<file path="config.mk">
export PLATFORM = sky130hd
export DESIGN_NAME = opb_register_simulink2ppc
export DESIGN_NICKNAME = d
export VERILOG_FILES = /design/src/rtl/opb_register_simulink2ppc.sv
export SDC_FILE = /design/constraint.sdc
export NUM_CORES = 1
export LEC_CHECK = 0
export CAP_MARGIN = 10
export CELL_PAD_IN_SITES_DETAIL_PLACEMENT = 0
export CELL_PAD_IN_SITES_GLOBAL_PLACEMENT = 2
export CORE_MARGIN = 2
export CORE_UTILIZATION = 27
export CTS_CLUSTER_DIAMETER = 200
export DETAILED_ROUTE_END_ITERATION = 12
export PLACE_DENSITY = 0.89
export SLEW_MARGIN = 20
export SYNTH_ARGS = -nofsm -noshare
export SYNTH_HDL_FRONTEND = slang
export SYNTH_SLANG_ARGS = --single-unit
export TNS_END_PERCENT = 20
</file>
<file path="constraint.sdc">
create_clock -name OPB_Clk -period 4.3 [get_ports OPB_Clk]
set_clock_uncertainty 0.15 [all_clocks]
set_input_delay 0.645 -clock OPB_Clk [delete_from_list [all_inputs] [get_ports OPB_Clk]]
set_output_delay 0.645 -clock OPB_Clk [all_outputs]
set_load 0.01 [all_outputs]
</file>
<file path="src/rtl/opb_register_simulink2ppc.sv">
// OPB slave register bank for the fabric-to-PPC direction.
// The fabric pushes a 32-bit word with a strobe. The PPC reads back the
// latched word, or a status word that holds the new-data flag, the overrun
// flag and a 16-bit update count.
module opb_register_simulink2ppc #(
    parameter logic [31:0] C_BASEADDR   = 32'h0000_0000,
    parameter logic [31:0] C_HIGHADDR   = 32'h0000_00FF,
    parameter int          C_OPB_AWIDTH = 32,
    parameter int          C_OPB_DWIDTH = 32,
    parameter              C_FAMILY     = "virtex6"
) (
    input  logic                    OPB_Clk,
    input  logic                    OPB_Rst,
    input  logic [0:C_OPB_AWIDTH-1] OPB_ABus,
    input  logic [0:3]              OPB_BE,
    input  logic [0:C_OPB_DWIDTH-1] OPB_DBus,
    input  logic                    OPB_RNW,
    input  logic                    OPB_select,
    input  logic                    OPB_seqAddr,
    output logic [0:C_OPB_DWIDTH-1] Sl_DBus,
    output logic                    Sl_xferAck,
    output logic                    Sl_errAck,
    output logic                    Sl_retry,
    output logic                    Sl_toutSup,
    input  logic [31:0]             user_data_in,
    input  logic                    user_data_valid,
    output logic                    user_new_data,
    output logic                    user_read_ack
);

    typedef enum logic [1:0] {IDLE, ACK, WAIT} state_t;

    localparam logic [1:0] SEL_DATA   = 2'b00;
    localparam logic [1:0] SEL_STATUS = 2'b01;

    state_t      state;
    logic [31:0] data_reg;
    logic        new_data;
    logic        overrun;
    logic [15:0] update_count;

    // Transfer attributes captured at the hit. Side effects use them in ACK.
    logic        acc_read;
    logic [1:0]  acc_sel;
    logic        acc_be3;
    logic [1:0]  acc_w1c;

    logic        hit;
    logic [1:0]  sel;
    logic [31:0] addr_off;
    logic [31:0] rd_mux;
    logic        data_rd_ack;
    logic        status_wr;
    logic        clr_new;
    logic        clr_ovr;

    // Unsigned offset compare. It covers BASE <= addr <= HIGH without a
    // constant-folded ">= 0" when the base is zero.
    assign addr_off = OPB_ABus - C_BASEADDR;
    assign hit      = OPB_select && (addr_off <= (C_HIGHADDR - C_BASEADDR));
    // Big-endian bits 28:29 are the word offset (LSB byte-address bits 3:2).
    assign sel      = OPB_ABus[28:29];

    assign Sl_errAck     = 1'b0;
    assign Sl_retry      = 1'b0;
    assign Sl_toutSup    = 1'b0;
    assign user_new_data = new_data;

    // Read mux over the current register state. It is registered at the hit.
    always_comb begin
        rd_mux = 32'h0;
        case (sel)
            SEL_DATA:   rd_mux = data_reg;
            SEL_STATUS: rd_mux = {update_count, 14'h0, overrun, new_data};
            default:    rd_mux = 32'h0;
        endcase
    end

    // Side-effect qualifiers, which are only live during the ACK cycle.
    assign data_rd_ack = (state == ACK) && acc_read && (acc_sel == SEL_DATA);
    assign status_wr   = (state == ACK) && !acc_read && (acc_sel == SEL_STATUS) && acc_be3;
    assign clr_new     = data_rd_ack || (status_wr && acc_w1c[0]);
    assign clr_ovr     = status_wr && acc_w1c[1];

    // Bus FSM. It gives one ack per select assertion and registers all bus outputs.
    always_ff @(posedge OPB_Clk) begin
        if (OPB_Rst) begin
            state         <= IDLE;
            Sl_xferAck    <= 1'b0;
            Sl_DBus       <= '0;
            user_read_ack <= 1'b0;
            acc_read      <= 1'b0;
            acc_sel       <= 2'b00;
            acc_be3       <= 1'b0;
            acc_w1c       <= 2'b00;
        end else begin
            Sl_xferAck    <= 1'b0;
            Sl_DBus       <= '0;
            user_read_ack <= 1'b0;
            case (state)
                IDLE: begin
                    if (hit) begin
                        state         <= ACK;
                        Sl_xferAck    <= 1'b1;
                        // A packed assignment maps user bit i to OPB bit 31-i.
                        Sl_DBus       <= OPB_RNW ? rd_mux : 32'h0;
                        user_read_ack <= OPB_RNW && (sel == SEL_DATA);
                        acc_read      <= OPB_RNW;
                        acc_sel       <= sel;
                        acc_be3       <= OPB_BE[3];
                        acc_w1c       <= {OPB_DBus[30], OPB_DBus[31]};
                    end
                end
                ACK:     state <= WAIT;
                WAIT:    if (!OPB_select) state <= IDLE;
                default: state <= IDLE;
            endcase
        end
    end

    // Register bank. A fabric set beats a bus clear, and a fresh overrun beats a W1C.
    always_ff @(posedge OPB_Clk) begin
        if (OPB_Rst) begin
            data_reg     <= 32'h0;
            new_data     <= 1'b0;
            overrun      <= 1'b0;
            update_count <= 16'h0;
        end else begin
            if (user_data_valid) begin
                data_reg     <= user_data_in;
                update_count <= update_count + 16'd1;
            end
            new_data <= user_data_valid || (new_data && !clr_new);
            overrun  <= (user_data_valid && new_data && !clr_new) || (overrun && !clr_ovr);
        end
    end

    // The address, byte enables and data bits not listed here are not decoded.
    logic unused_bits;
    assign unused_bits = ^{OPB_seqAddr, OPB_BE[0:2], OPB_DBus[0:29]};

endmodule

</file>
# --- Word-level counts from Yosys, hierarchy flattened ---
# Index checks and enable logic that the tools add are counted.
totals:
  regBits: 92
  latchBits: 0
  ramBits: 0
  mem_bits_ro: 0
  word_cells: 55
  mem_count: 0
op_classes:
  add_sub_neg: 1
  multipliers: 0
  div_mod_pow: 0
  magnitude_cmp: 1
  n_eq_ne: 6
  shift: 0
  muxes: 5
  n_bitwise: 3
  reduce_logical: 27
op_table:
  columns: ["cell", "count"]
  rows:
  - ["32-bit one-hot mux with 2 select lines", 1]
  - ["32-bit by 8-bit <= comparator with 1-bit output (second input constant)", 1]
  - ["16-bit by 1-bit adder with 16-bit output (second input constant)", 1]
  - ["1-bit logical AND", 13]
  - ["2-bit by 1-bit == test with 1-bit output (second input constant)", 3]
  - ["2-bit logical NOT", 3]
  - ["2-bit one-hot mux with 3 select lines", 1]
  - ["2-bit 2-to-1 mux", 2]
  - ["2-bit != test (second input constant)", 2]
  - ["2-bit AND reduction", 2]
  - ["4-bit OR reduction", 1]
  - ["1-bit logical NOT", 3]
  - ["1-bit logical OR", 3]
  - ["1-bit inverter", 3]
  - ["3-bit OR reduction", 1]
  - ["2-bit == test (second input constant)", 1]
  - ["2-bit OR reduction", 1]
  - ["1-bit 2-to-1 mux", 1]

# --- Logic depth before layout (Yosys ltp) ---
depth:
  word_depth: 9
  mapped_depth: 6
  mapped_depth_nobuf: 5

# --- Worst setup path after synthesis ---
# No wires, ideal clock.
synth_path:
  kind: "input port to flip-flop"
  start: "input OPB_ABus[7] (netlist name)"
  end: "register Sl_DBus[16] (netlist name)"
  arrival_ps: 1789
  required_ps: 4091
  path_slack_ps: 2302
  stages: 5
  n_path_buf: 1
  path_cell_list: "nor4_1 > nand3_2 > nor4b_4 > buf_6 > and2_1"
synth_via:
  elab_chain_len: 4
synth_lines:
  columns: ["item", "line", "source"]
  rows:
  - ["from (decl)", "14", "input logic [0:C_OPB_AWIDTH-1] OPB_ABus,"]
  - ["32-bit by 8-bit <= comparator with 1-bit output", "60", "assign hit = OPB_select && (addr_off <= (C_HIGHADDR - C_BASEADDR));"]
  - ["1-bit logical AND", "60", null]
  - ["1-bit inverter (no source line)", null, null]
  - ["4-bit OR reduction (no source line)", null, null]
  - ["to (signal assigned)", "106", "Sl_DBus <= OPB_RNW ? rd_mux : 32'h0;"]
  - ["to (decl)", "20", "output logic [0:C_OPB_DWIDTH-1] Sl_DBus,"]
# No other way between the ends.
# A chain may end at the register's enable or synchronous reset.

# --- Final worst setup path ---
layout_path:
  start: "input OPB_ABus[5] (netlist name)"
  end: "register Sl_DBus[26] (netlist name)"
# The elaborated chain is that of the path after synthesis.

==> results.py <==
metrics = {
    "status": {
        "status": "finished, final reports clean",
    },
    "global_routing": {
        "overflow": 0,
        "first_global_vias": 2605,
        "grtUsageTotal": 0.116,
        "antenna_found_initial": 0,
        "grt_pass1_wl_um": 13000,
        "grt_max_degree": 62,
    },
    "placement": {
        "place_congestion": 0.736,
        "dp_hpwl_um": 5480,
        "place_inst": 591,
        "port_buffers": 100,
        "placed_cell_area_um2": 4610,
    },
    "synthesis": {
        "syn_inst": 336,
        "synth_area_per_cell_um2": 10.4,
        "synth-seq-cells": 92,
        "synth_edf_count": 0,
        "yosysTopAreaCell": "dfxtp_1",
        "yosys_warnings": 0,
        "netlist.area_leader.share": 0.528,
        "yosys-top-cells-area": "dfxtp_1 (53%), mux2i_1 (15%), nor2_1 (7.0%)",
        "yosysUniqueCellTypes": 40,
        "synthFlopType": "dfxtp_1",
        "syn-cell-area_um2": 3490,
        "async_flop_share": 0,
        "yosysSeqAreaShare": 0.528,
    },
    "route": {
        "drt-total-wl_um": 7900,
        "wl_per_cell_um": 13.0,
        "ant_nets": 0,
        "vias": 2638,
        "first_pass_iters": 4,
        "drt-initial-drc-count": 59,
        "avgViaCountPerCell": 4.35,
        "drc_errors": 0,
    },
    "sta": {
        "rsz0062_at_grt": "no",
        "finalCriticalPeriod_ns": 2.49,
        "fin_crit_sh": 0.580,
        "fmax_mhz": 401,
        "setup_viol": 0,
        "hold_viol": 0,
        "fin_tns_setup_ns": 0,
        "relSlewSlack": 0.546,
        "final-max-slew-violation-count": 0,
        "worst_slew_pin_slew_ns": 0.678,
    },
    "cts": {
        "htree_levels": 3,
        "cts_max_path_buffers": 2,
        "cts_resized": 0,
        "clk_latency_ns": 0.34,
        "cts_buffers": 9,
        "post_cts.repair.setup_buffers": 0,
        "hold_buffers": 0,
        "clk_pin_slew_ns": 0.06,
        "cts_root_buf": "clkbuf_16",
        "cts.sinks": 92,
        "cts_tree": "yes",
    },
    "floorplanning": {
        "pin_count": 144,
        "rows": 41,
        "die_h_um": 118,
        "core_um2": 12600,
        "die_w_um": 118,
        "initial_core_util": 0.276,
        "die-area_um2": 13800,
    },
    "power": {
        "switching_share": 0.210,
        "p_int_mw": 1.42,
        "p_leak_nw": 1.86,
        "power_frac_clock": 0.431,
        "ir_worst_vdd_mv": 0.146,
        "p_sw_mw": 0.378,
        "power_density_nw_per_um2": 367,
        "pwr-share-seq": 0.492,
        "combinationalPowerShare": 0.077,
    },
    "final_layout": {
        "filler_cell_count": 1278,
        "stdcell_count": 607,
        "antennaDiodeCount": 0,
        "nets": 537,
        "design_area_um2": 4900,
        "area_delta_synth_final_pct": 40.7,
        "drive_gt1_frac": 0.0667,
    },
    "critical_path": {
        "crit_required_ns": 4.43,
        "end_kind": "flop",
        "startpoint_type": "input port",
        "arrival_ns": 2.62,
        "rrSetupSlack_ns": 2.29,
        "r2r_start": "state[0]$_SDFFE_PP0P_",
        "r2r_end": "Sl_DBus[26]$_SDFF_PP0_",
        "reg2reg_depth": 4,
        "path_max_fanout": 15,
        "crit_type": "input port to flop",
    },
    "job": {
        "drv_cap": 0,
    },
    "hold_path": {
        "hp-class": "flop to flop",
        "hold_path_depth": 1,
        "min_to": "Sl_DBus[18]$_SDFF_PP0_",
        "hp-start": "data_reg[13]$_SDFFE_PP0P_",
    },
}
-- cell usage after synthesis (2+ instances only) --
master / n
a21oi_1: 10
and2_1: 14
and3_1: 3
buf_2: 7
buf_4: 3
clkbuf_1: 8
clkbuf_2: 2
dfxtp_1: 92
mux2i_1: 51
nand2_1: 6
nand2b_1: 2
nand3_1: 9
nand4_1: 4
nand4b_1: 3
nor2_1: 65
nor3_1: 6
nor4_1: 6
nor4_4: 3
nor4b_4: 2
o21ai_0: 9
or3_1: 2
xnor2_1: 8
xor2_1: 4
-- worst max-delay path by stage --
stage / from / to / slack, ns / depth (start not counted)
2_1_floorplan: OPB_ABus[7] / Sl_DBus[16]$_SDFF_PP0_ / 2.30 / 5
3_3_place_gp: OPB_ABus[5] / Sl_DBus[16]$_SDFF_PP0_ / 1.45 / 5
3_5_place_dp: OPB_ABus[4] / Sl_DBus[20]$_SDFF_PP0_ / 1.42 / 5
4_1_cts: OPB_ABus[5] / Sl_DBus[26]$_SDFF_PP0_ / 1.76 / 5
5_1_grt: OPB_ABus[5] / Sl_DBus[27]$_SDFF_PP0_ / 1.56 / 5
6_report: OPB_ABus[5] / Sl_DBus[26]$_SDFF_PP0_ / 1.81 / 5
-- layer usage --
layer  GRT usage  vias to the layer above  part of all wire
li1            -                     1335                 -
met1       0.140                     1229              0.45
met2       0.190                       67              0.47
met3      0.0441                        7             0.064
met4      0.0414                        0             0.012
met5           0                        -                 0
-- cell type report --
cell class              instances  area [µm²]  area share
multi-input cells             223        1540       0.313
clock inverters                 4        48.8     0.00995
inverters                       1        3.75    0.000765
clock buffers                  12         246      0.0503
repair buffers                103        1010       0.207
flip-flops and latches         92        1840       0.376
well taps                     172         215      0.0439
-- critical path: stages --
cell and delay, ns:
clkdlybuf4s50_1 0.39, nor4_1 0.43, nand3_2 0.29, nor4b_4 0.65, and2_1 0.21
-- cell families after synthesis --
logic type,after synthesis,synth area share
and+or+nand+nor,134,0.222
DFF,92,0.528
muxes,52,0.150
buffers and inverters,23,0.0334
AOI/OAI and AO/OA,21,0.0319
xor gates and xnor gates,12,0.0302
adders and majority gates,1,0.00359
other,1,0.00108
-- power groups by stage --
stage	sequential [mW]	clock (mW)	combinational [mW]
floorplan	0.901	0	0.0665
global placement	0.904	0	0.138
detailed placement	0.905	0	0.141
CTS	0.886	0.804	0.141
global route	0.888	0.838	0.152
finish	0.886	0.777	0.139
-- metrics by stage --
step,setup WS [ns],power [mW],hold WS [ns],utilization
2_1_floorplan,2.30,0.968,0.279,-
3_3_place_gp,1.45,1.04,0.286,0.365
3_5_place_dp,1.42,1.05,0.290,0.365
4_1_cts,1.76,1.83,0.305,0.389
5_1_grt,1.56,1.88,0.320,0.389
6_report,1.81,1.80,0.302,0.389
-- placed cells by master (no fill, tap or decap), types with 2 or more instances in the layout --
| master | netlist | final |
|---|---|---|
| nand2_1 | 6 | 6 |
| nand2b_1 | 2 | 2 |
| nand3_1 | 9 | 9 |
| clkinv_2 | 0 | 2 |
| xnor2_1 | 8 | 8 |
| nor2_1 | 65 | 65 |
| mux2i_1 | 51 | 51 |
| nor4_4 | 3 | 3 |
| and2_1 | 14 | 14 |
| xor2_1 | 4 | 4 |
| nor3_1 | 6 | 6 |
| conb_1 | 1 | 3 |
| o21ai_0 | 9 | 9 |
| nand4b_1 | 3 | 3 |
| and3_1 | 3 | 3 |
| dfxtp_1 | 92 | 92 |
| nand4_1 | 4 | 4 |
| buf_4 | 3 | 3 |
| nor4b_4 | 2 | 2 |
| a21oi_1 | 10 | 10 |
| clkbuf_16 | 0 | 9 |
| or3_1 | 2 | 2 |
| clkbuf_1 | 8 | 2 |
| nor4_1 | 6 | 6 |
| clkdlybuf4s50_1 | 0 | 98 |
| buf_2 | 7 | 2 |
No activity file was read; power rests on OpenSTA's default activity.
